$ cat src/rtl/drop_controller.sv
// Move sequencer for the 4x4 Connect-4 core.
// Applies gravity, owns the board, alternates turns, freezes on a result.
module drop_controller #(
  parameter int ROWS       = 4,
  parameter int COLS       = 4,
  parameter int COL_W      = 2,
  parameter int STATUS_LAT = 1
) (
  input  logic                 clk,
  input  logic                 rst,
  input  logic                 new_game,
  input  logic                 move_valid,
  input  logic [COL_W-1:0]     move_col,
  output logic                 move_ready,
  input  logic [1:0]           game_status,
  output logic [ROWS*COLS-1:0] game_board,
  output logic [ROWS*COLS-1:0] player_cells,
  output logic                 current_player,
  output logic                 move_done,
  output logic                 move_reject,
  output logic                 game_over
);

  localparam int N  = ROWS * COLS;
  localparam int RW = (ROWS > 1) ? $clog2(ROWS) : 1;
  localparam int IW = (N > 1) ? $clog2(N) : 1;
  localparam int WW = (STATUS_LAT > 1) ? $clog2(STATUS_LAT) : 1;
  localparam logic [WW-1:0] WAIT_LOAD = WW'(STATUS_LAT - 1);
  localparam logic [RW-1:0] ROW_TOP   = RW'(ROWS - 1);

  typedef enum logic [2:0] {
    S_IDLE,
    S_SCAN,
    S_WAIT,
    S_CHECK,
    S_OVER
  } state_t;

  state_t          r_state;
  state_t          w_next;
  logic [N-1:0]    r_board;
  logic [N-1:0]    r_cells;
  logic            r_player;
  logic            r_player_lat;
  logic            r_over;
  logic            r_reject;
  logic [COL_W-1:0] r_col;
  logic [RW-1:0]   r_row;
  logic [WW-1:0]   r_wait;

  logic            w_accept;
  logic            w_col_bad;
  logic [IW-1:0]   w_idx;
  logic            w_occ;
  logic            w_row_top;
  logic            w_wait_done;
  logic            w_end;

  assign w_accept    = move_valid && move_ready && !new_game;
  assign w_col_bad   = (int'(move_col) >= COLS);
  assign w_idx       = IW'(int'(r_row) * COLS + int'(r_col));
  assign w_occ       = r_board[w_idx];
  assign w_row_top   = (r_row == ROW_TOP);
  assign w_wait_done = (r_wait == '0);
  assign w_end       = (game_status != 2'b00) || (&r_board);

  // State register
  always_ff @(posedge clk or posedge rst) begin
    if (rst) begin
      r_state <= S_IDLE;
    end else begin
      r_state <= w_next;
    end
  end

  // Next-state logic; new_game overrides every state
  always_comb begin
    w_next = r_state;
    if (new_game) begin
      w_next = S_IDLE;
    end else begin
      case (r_state)
        S_IDLE: begin
          if (w_accept && !w_col_bad) w_next = S_SCAN;
        end
        S_SCAN: begin
          if (!w_occ)         w_next = S_WAIT;
          else if (w_row_top) w_next = S_IDLE;
        end
        S_WAIT: begin
          if (w_wait_done) w_next = S_CHECK;
        end
        S_CHECK: begin
          w_next = w_end ? S_OVER : S_IDLE;
        end
        S_OVER:  w_next = S_OVER;
        default: w_next = S_IDLE;
      endcase
    end
  end

  // Board, turn, scan pointer and result flags
  always_ff @(posedge clk or posedge rst) begin
    if (rst) begin
      r_board      <= '0;
      r_cells      <= '0;
      r_player     <= 1'b0;
      r_player_lat <= 1'b0;
      r_over       <= 1'b0;
      r_reject     <= 1'b0;
      r_col        <= '0;
      r_row        <= '0;
      r_wait       <= '0;
    end else begin
      r_reject <= 1'b0;
      if (new_game) begin
        r_board  <= '0;
        r_cells  <= '0;
        r_player <= 1'b0;
        r_over   <= 1'b0;
      end else begin
        case (r_state)
          S_IDLE: begin
            if (w_accept) begin
              if (w_col_bad) begin
                r_reject <= 1'b1;
              end else begin
                r_col        <= move_col;
                r_player_lat <= r_player;
                r_row        <= '0;
              end
            end
          end
          S_SCAN: begin
            if (!w_occ) begin
              r_board[w_idx] <= 1'b1;
              r_cells[w_idx] <= r_player_lat;
              r_wait         <= WAIT_LOAD;
            end else if (w_row_top) begin
              r_reject <= 1'b1;
            end else begin
              r_row <= r_row + 1'b1;
            end
          end
          S_WAIT: begin
            if (!w_wait_done) r_wait <= r_wait - 1'b1;
          end
          S_CHECK: begin
            if (w_end) r_over   <= 1'b1;
            else       r_player <= ~r_player;
          end
          default: ;
        endcase
      end
    end
  end

  // Moore outputs
  always_comb begin
    move_ready = (r_state == S_IDLE);
    move_done  = (r_state == S_CHECK);
  end

  assign game_board     = r_board;
  assign player_cells   = r_cells;
  assign current_player = r_player;
  assign move_reject    = r_reject;
  assign game_over      = r_over;

endmodule

$ cat config.mk
export PLATFORM = sky130hd
export DESIGN_NAME = drop_controller
export DESIGN_NICKNAME = d
export VERILOG_FILES = /design/src/rtl/drop_controller.sv
export SDC_FILE = /design/constraint.sdc
export NUM_CORES = 1
export LEC_CHECK = 0
export ABC_AREA = 1
export CORE_ASPECT_RATIO = 0.8
export CORE_MARGIN = 3
export CORE_UTILIZATION = 45
export CTS_CLUSTER_SIZE = 30
export DETAILED_ROUTE_END_ITERATION = 6
export HOLD_SLACK_MARGIN = 0.02
export PLACE_DENSITY = 0.76
export SETUP_SLACK_MARGIN = 0.2
export SYNTH_ARGS = -nofsm -noshare
export SYNTH_HDL_FRONTEND = slang
export SYNTH_SLANG_ARGS = --single-unit
$ cat constraint.sdc
create_clock -name clk -period 3.57 [get_ports clk]
set_clock_uncertainty 0.2 [all_clocks]
set_input_delay 0.5355 -clock clk [delete_from_list [all_inputs] [get_ports clk]]
set_output_delay 0.5355 -clock clk [all_outputs]
set_load 0.02 [all_outputs]
After elaboration in Yosys (flattened, before gate mapping)
Cells that the tools add are included.

cells by class
  $add $sub $neg = 3
  multiply operators = 0
  div/mod/pow operators = 0
  order comparisons = 2
  eq/ne operators = 14
  shift-type cells = 0
  muxes and demuxes = 35
  bitwise operators = 3
  reductions and logical operators = 20

operators by type and width
  cell                                                               number
  two-way mux 16 bit                                                 6
  two-way mux 3 bit                                                  6
  bitwise mux 16 bit                                                 1
  OR 16 bit                                                          1
  AND reduction 16 bit                                               1
  one-hot mux 3 bit (5 select lines)                                 1
  two-way mux 1 bit                                                  14
  nonzero test 2 bit                                                 6
  != test 2 bit, second input constant                               5
  AND reduction 3 bit                                                3
  equality test 3 x 2 -> 1 bit, second input constant                2
  two-way mux 2 bit                                                  3
  AND reduction 2 bit                                                3
  less-than comparator 4 x 5 -> 1 bit, second input constant         1
  AND reduction 5 bit                                                1
  adder 4 x 2 -> 4 bit                                               1
  binary-select mux 1 bit (select 4 bit)                             1
  demux 1 bit (select 4 bit)                                         1
  greater-or-equal comparator 4 x 1 -> 1 bit, second input constant  1
  != test 4 bit, second input constant                               1
  one-hot mux 2 bit (2 select lines)                                 1
  equality test 3 x 1 -> 1 bit, second input constant                1
  equality test 3 bit, second input constant                         1
  logical AND 1 bit                                                  3
  other kinds (11)                                                   12

word-level totals
  register bits after elaboration = 44
  latch bits = 0
  RAM bits = 0
  bits in read-only memories = 0
  input port bits = 8
  output and inout port bits = 37
  memories = 0

Longest topological paths before layout
Gate-level depths: netlist of the first run.

  depth after elaboration = 9
  depth in mapped cells = 11
  gate-level depth less buffers = 11

Worst setup path before layout of the first run
OpenSTA, ideal clock, no wires.

  path type = register to output
  start = reg r_state[1]
  end = out move_done
  arrival = 1094 ps
  setup slack = 1740 ps
  cell stages (with the launch flop) = 3
  path buffers = 0
  cell sequence = dfrtp_1 > inv_1 > nor3_1

between the ends
  longest elaborated chain between the ends = 1

RTL lines
  item                          line  source
  from (decl)                   39    state_t r_state;
  from (signal assigned)        72    r_state <= w_next;
  equality test 3 x 2 -> 1 bit  161   move_done = (r_state == S_CHECK);
  to (decl)                     19    output logic move_done,

Every way passes these cells.

Worst setup path in the final report of the first run
Ends and elaborated chain as after synthesis.

==> impl_metrics.py, run 1 <==
metrics = {
    "worst_setup_path": {
        "arrival_ns": 1.79,
        "critPathTopFamily": "buffers and inverters",
        "r2r_start": "r_col[0]",
        "crit_buf_inv": 2,
        "max_stage_delay_ns": 0.67,
        "end_kind": "output port",
        "path_max_fanout": 6,
        "worst-setup-path-type": "register to output port",
        "startpoint": "r_state[1]",
        "crit_path_cell_trace": "inv_1 -> nor3_1 -> clkdlybuf4s50_1",
        "ff2ff_setup_slack_ns": 1.43,
        "crit_end": "move_done",
        "start_kind": "register",
        "reg2reg_depth": 11,
        "crit_cells": 3,
        "worstPathRequired_ns": 2.83,
        "reg2reg_to": "game_board[2]",
        "cpMaxStageDelayCell": "clkdlybuf4s50_1",
    },
    "job": {
        "cap_violations": 0,
    },
    "drt": {
        "route.detailed.drc": 0,
        "wl_um": 5990,
        "first_pass_iters": 4,
        "ant_nets": 0,
        "num_vias": 2184,
        "wl_per_cell_um": 14.0,
        "drt_iter0_drc": 127,
        "vias_per_cell": 5.10,
    },
    "sta": {
        "tightest_slew_ns": 0.842,
        "min_period_ns": 2.53,
        "final.setup.tns_ns": 0,
        "fin_ws_ns": 1.04,
        "finalHoldViolCount": 0,
        "fin_crit_sh_pct": 70.8,
        "setup_violations": 0,
        "holdWs_ns": 0.317,
        "max_freq_mhz": 395,
        "rsz0062_at_grt": "false",
        "maxSlewViolCount": 0,
        "slew_headroom_pct": 43.7,
    },
    "status": {
        "status": "finished clean",
    },
    "power_and_ir_drop": {
        "combPwrFrac_pct": 46.3,
        "p_int_mw": 0.958,
        "p_switching_mw": 0.827,
        "clkPwrFrac_pct": 16.2,
        "p_seq_share_pct": 37.5,
        "power.total_mw": 1.78,
        "pwr_density_cell_mw_per_mm2": 593,
        "peakVddDrop_uv": 321,
        "swShare_pct": 46.3,
        "p_leak_nw": 1.34,
    },
    "global_routing": {
        "grt_pass1_vias": 2112,
        "grt_pass1_wl_um": 10200,
        "grt_util_all_layers_pct": 20.6,
        "grt_antenna_before_repair": 0,
        "grt_max_degree": 44,
        "grt_overflow": 0,
    },
    "placed_design": {
        "pre_cts_slack_ns": 0.891,
        "dpl.cell_count": 422,
        "postPlaceCellArea_sq_mm": 0.00294,
        "io_buffers": 44,
        "dpl.hpwl_um": 4480,
        "gp_congestion": 0.880,
    },
    "layout": {
        "final_core_util_pct": 58.4,
        "drive_gt1_share_pct": 9.02,
        "fin_nets": 379,
        "final_cells": 428,
        "area_growth_pct": 21.8,
        "antennaDiodeCount": 0,
        "final_cell_area_sq_mm": 0.00301,
    },
    "floorplanning": {
        "die_w_um": 88.9,
        "num_rows": 23,
        "ios": 45,
        "fp.dieH_um": 72.3,
        "dieArea_sq_mm": 0.00642,
        "core_sq_mm": 0.00515,
        "start_util_pct": 48.0,
    },
    "clocking": {
        "cts_made_buffers": 5,
        "cts_tree": "done",
        "root_buffer": "clkbuf_8",
        "clkTransAtPathRegs_ns": 0.08,
        "ctsHoldBuffers": 0,
        "cts_setup_buffers": 0,
        "cts.sink_count": 43,
        "cts_buffer_depth": 2,
        "cts_resized": 0,
        "htreeDepth": 2,
        "clk_latency_ns": 0.29,
    },
    "synth": {
        "syn_nets": 336,
        "yosysWarnings": 0,
        "netlist_instances": 324,
        "syn-cell-area_sq_mm": 0.00247,
        "synth.avg_cell_area_sq_um": 7.63,
        "ys_ff_latch": 43,
        "synth_cell_type_count": 28,
        "yosysSeqAreaShare_pct": 43.5,
    },
    "worst_hold_path": {
        "hold_class": "register to register",
    },
}
## flip-flops by register name (all words and copies together) (netlist names)
register / cells
move_reject: 1
current_player: 1
player_cells: 16
game_board: 16
r_state: 3
r_col: 2
r_player_lat: 1
game_over: 1
r_row: 2
## tightest hold or removal path: stages (launching register included)
cell and delay [ns]:
dfrtp_1 0.35, nand3_1 0.07, nand2_1 0.06
## worst min-delay path by stage
stage	from	end	slack [ns]	cells after the start
after floorplan	r_player_lat	r_player_lat	0.27	2
after global placement	player_cells[13]	player_cells[13]	0.30	2
after detailed placement	player_cells[15]	player_cells[15]	0.30	2
after CTS	player_cells[13]	player_cells[13]	0.32	2
after global routing	player_cells[13]	player_cells[13]	0.36	2
final	player_cells[13]	player_cells[13]	0.32	2
## cells in the final DEF (no fill, tap or decap), types with 5 or more instances in the layout
master / Yosys / routed
nand2_1: 87 / 87
clkbuf_8: 0 / 5
inv_1: 41 / 41
nand3_1: 24 / 24
o21ai_1: 14 / 14
nor2_1: 39 / 39
o21a_1: 5 / 5
a21oi_1: 16 / 16
nand3_2: 13 / 13
dfrtp_1: 43 / 43
clkdlybuf4s50_1: 0 / 44
## power groups by stage
| stage | sequential [mW] | clock [mW] | combinational (mW) |
|---|---|---|---|
| 3_3_place_gp | 0.676 | 0 | 0.806 |
| 5_1_grt | 0.680 | 0.318 | 0.921 |
| 3_5_place_dp | 0.678 | 0 | 0.821 |
| 6_report | 0.669 | 0.289 | 0.827 |
| 2_1_floorplan | 0.677 | 0 | 0.614 |
| 4_1_cts | 0.669 | 0.294 | 0.825 |
## per-layer routing
layer / global-route usage [%] / part of all wire (%) / vias up
met5: 0 / 0 / -
met2: 29.1 / 41 / 69
met1: 32.4 / 51 / 1006
met4: 4.19 / 0.42 / 0
met3: 4.43 / 7.6 / 4
li1: - / - / 1105
## cell usage after synthesis, drive strengths merged
master   n  share of area, %
a21oi   17               3.6
clkinv   1              0.15
nand3   39                12
buf      9               2.7
nor3     5               1.5
nand4    4               1.0
nand2   91                15
clkbuf   2              0.30
dfrtp   43                44
o21a     5               1.5
o21ai   17               3.4
inv     44               6.7
or2      1              0.25
nor2    40               6.4
nand3b   1              0.30
ha       4               2.0
nor4     1              0.25
## final cells by class
class,instances,area [sq um]
Clock buffer,6,72.6
Fill cell,486,2140
Inverter,45,169
Multi-Input combinational cell,225,1150
Sequential cell,43,1080
Tap cell,62,77.6
Timing Repair Buffer,47,463
## kinds of logic (layout without fill, tap and decap cells)
group | after synthesis | after routing | synth area share, %
buffers and inverters | 56 | 98 | 9.82
AOI/OAI and AO/OA | 39 | 39 | 8.56
and+or+nand+nor | 182 | 182 | 36.1
adders and majority gates | 4 | 4 | 2.03
DFF | 43 | 43 | 43.5
No activity file was read; power rests on OpenSTA's default activity.
==> run 2: changes to the inputs <==
--- a/config.mk
+++ b/config.mk
@@ -12,7 +12,7 @@
 export CTS_CLUSTER_SIZE = 30
 export DETAILED_ROUTE_END_ITERATION = 6
 export HOLD_SLACK_MARGIN = 0.02
-export PLACE_DENSITY = 0.76
+export PLACE_DENSITY = 0.79
 export SETUP_SLACK_MARGIN = 0.2
 export SYNTH_ARGS = -nofsm -noshare
 export SYNTH_HDL_FRONTEND = slang
==> constraint.sdc (replaced) <==
create_clock -name clk -period 2.1 [get_ports clk]
set_clock_uncertainty 0.2 [all_clocks]
set_input_delay 0.315 -clock clk [delete_from_list [all_inputs] [get_ports clk]]
set_output_delay 0.315 -clock clk [all_outputs]
set_load 0.02 [all_outputs]
==> impl_metrics.py, run 2 (synthesized netlist as in run 1, its figures left out) <==
metrics = {
    "floorplanning": {
        "start_util_pct": 48.0,
        "core_sq_mm": 0.00515,
        "ios": 45,
        "num_rows": 23,
        "dieArea_sq_mm": 0.00642,
        "fp.dieH_um": 72.3,
        "die_w_um": 88.9,
    },
    "sta": {
        "tightest_slew_ns": 0.864,
        "maxSlewViolCount": 0,
        "fin_crit_sh_pct": 89.6,
        "slew_headroom_pct": 42.2,
        "min_period_ns": 1.88,
        "finalHoldViolCount": 0,
        "max_freq_mhz": 531,
        "fin_ws_ns": 0.218,
        "rsz0062_at_grt": "true",
        "setup_violations": 0,
    },
    "layout": {
        "antennaDiodeCount": 0,
        "drive_gt1_share_pct": 18.7,
        "area_growth_pct": 32.3,
        "most-common-layout-cells": "nand2_1, inv_1, dfrtp_1",
        "fin_nets": 390,
        "final_common_cell": "nand2_1",
        "final_core_util_pct": 63.4,
        "final_cells": 441,
    },
    "global_routing": {
        "grt_util_all_layers_pct": 21.0,
        "grt_pass1_wl_um": 10300,
        "grt_max_degree": 44,
        "grt_overflow": 0,
        "grt_pass1_vias": 2108,
        "grt_antenna_before_repair": 0,
    },
    "worst_setup_path": {
        "arrival_ns": 1.37,
        "crit_path_cell_trace": "clkdlybuf4s50_1",
        "crit_buf_inv": 1,
        "worst-setup-path-type": "register to output port",
        "path_max_fanout": 4,
        "critPathTopFamily": "buffers and inverters",
        "start_kind": "register",
        "worstPathRequired_ns": 1.58,
        "max_stage_delay_ns": 0.64,
        "end_kind": "output port",
        "cpMaxStageDelayCell": "clkdlybuf4s50_1",
    },
    "drt": {
        "ant_nets": 0,
        "wl_um": 6510,
        "first_pass_iters": 5,
        "vias_per_cell": 5.28,
        "wl_per_cell_um": 14.8,
        "drt_iter0_drc": 185,
        "route.detailed.drc": 0,
        "num_vias": 2328,
    },
    "power_and_ir_drop": {
        "peakVddDrop_uv": 457,
        "p_switching_mw": 1.60,
        "combPwrFrac_pct": 50.8,
        "p_int_mw": 1.89,
        "p_leak_nw": 1.53,
        "pwr_density_cell_mw_per_mm2": 1070,
        "clkPwrFrac_pct": 16.8,
        "swShare_pct": 45.9,
        "p_seq_share_pct": 32.4,
    },
    "clocking": {
        "ctsHoldBuffers": 0,
        "cts_made_buffers": 5,
        "htreeDepth": 2,
        "cts.sink_count": 43,
        "clkTransAtPathRegs_ns": 0.08,
        "cts_buffer_depth": 2,
        "cts_tree": "done",
        "clk_latency_ns": 0.31,
        "root_buffer": "clkbuf_8",
    },
    "placed_design": {
        "dpl.hpwl_um": 4660,
        "pre_cts_slack_ns": -0.00678,
        "gp_congestion": 0.962,
        "dpl.cell_count": 427,
        "io_buffers": 44,
    },
    "job": {
        "cap_violations": 0,
    },
    "status": {
        "status": "finished clean",
    },
    "worst_hold_path": {
        "hold_class": "input pin to async pin",
    },
}
run 2: changes by cell type in the layout (fill, tap and decap cells not counted), moves of 3 or more:
cell and change:
a21oi_2 +3, nand2_2 +9, nand3_2 +4, nand3_1 -5
a21oi_1 -3, nand2_8 +3, nand2_1 -10, clkdlybuf4s50_1 -9
dlymetal6s2s_1 +4, o21ai_1 -3, o21ai_2 +3, dlygate4sd2_1 +4
buf_4 +8
run 2: metrics by stage:
step | hold slack (ns) | TNS, ns | cell area, sq um | total power [mW]
after floorplan | 0.236 | 0 | 2470 | 2.19
after global placement | 0.301 | 0 | 2990 | 2.58
after detailed placement | 0.300 | -0.00678 | 2990 | 2.60
after CTS | 0.264 | 0 | 3090 | 3.18
after global routing | 0.297 | 0 | 3270 | 3.70
final | 0.240 | 0 | 3270 | 3.49
run 2: path summary, 6_finish.rpt:
check	startpoint	endpoint	slack [ns]	depth (start not counted)
worst max-delay path	game_board[8]	game_board[8]	0.22	1
worst min-delay path	rst	player_cells[7]	0.24	3
worst max register to register	r_col[0]	player_cells[3]	0.23	10
worst min register to register	game_over	game_over	0.32	2
max in group asynchronous	rst	r_col[0]	1.05	3
min in group clk	game_over	game_over	0.32	2
run 2: cell type report:
class	count	area (sq um)
Timing Repair Buffer	57	563
Clock buffer	8	100
Fill cell	452	1880
Multi-Input combinational cell	226	1280
Tap cell	62	77.6
Inverter	45	171
Sequential cell	43	1080
run 2: repair_timing:
action,4_1_cts,5_1_grt
pin swaps,0,6
endpoints found under the setup margin,38,39
gates resized for setup,6,37
setup buffers,1,4
hold endpoints to repair,0,0
cloned,0,1
run 2: power groups by stage:
stage | registers, mW | logic (mW) | clock network, mW
2_1_floorplan | 1.15 | 1.04 | 0
3_3_place_gp | 1.14 | 1.44 | 0
3_5_place_dp | 1.14 | 1.46 | 0
4_1_cts | 1.12 | 1.46 | 0.600
5_1_grt | 1.15 | 1.93 | 0.630
6_report | 1.13 | 1.77 | 0.585
run 2: routing by layer:
layer | share of wire [%] | wire length, um | track usage (%) | vias up
met4 | 1.4 | 94 | 7.72 | 0
met2 | 42 | 2760 | 28.7 | 101
met3 | 7.3 | 473 | 4.54 | 8
met1 | 49 | 3180 | 32.3 | 1086
li1 | - | - | - | 1133
met5 | 0 | 0 | 0 | -
run 2: worst register-to-register path, delay by kind of cell (launching register included):
| kind | cells | cell delay, ns |
|---|---|---|
| AND/OR/NAND/NOR | 8 | 0.84 |
| flip-flops | 1 | 0.47 |
| buffers and inverters | 1 | 0.17 |
| AO/OA/AOI/OAI | 1 | 0.12 |
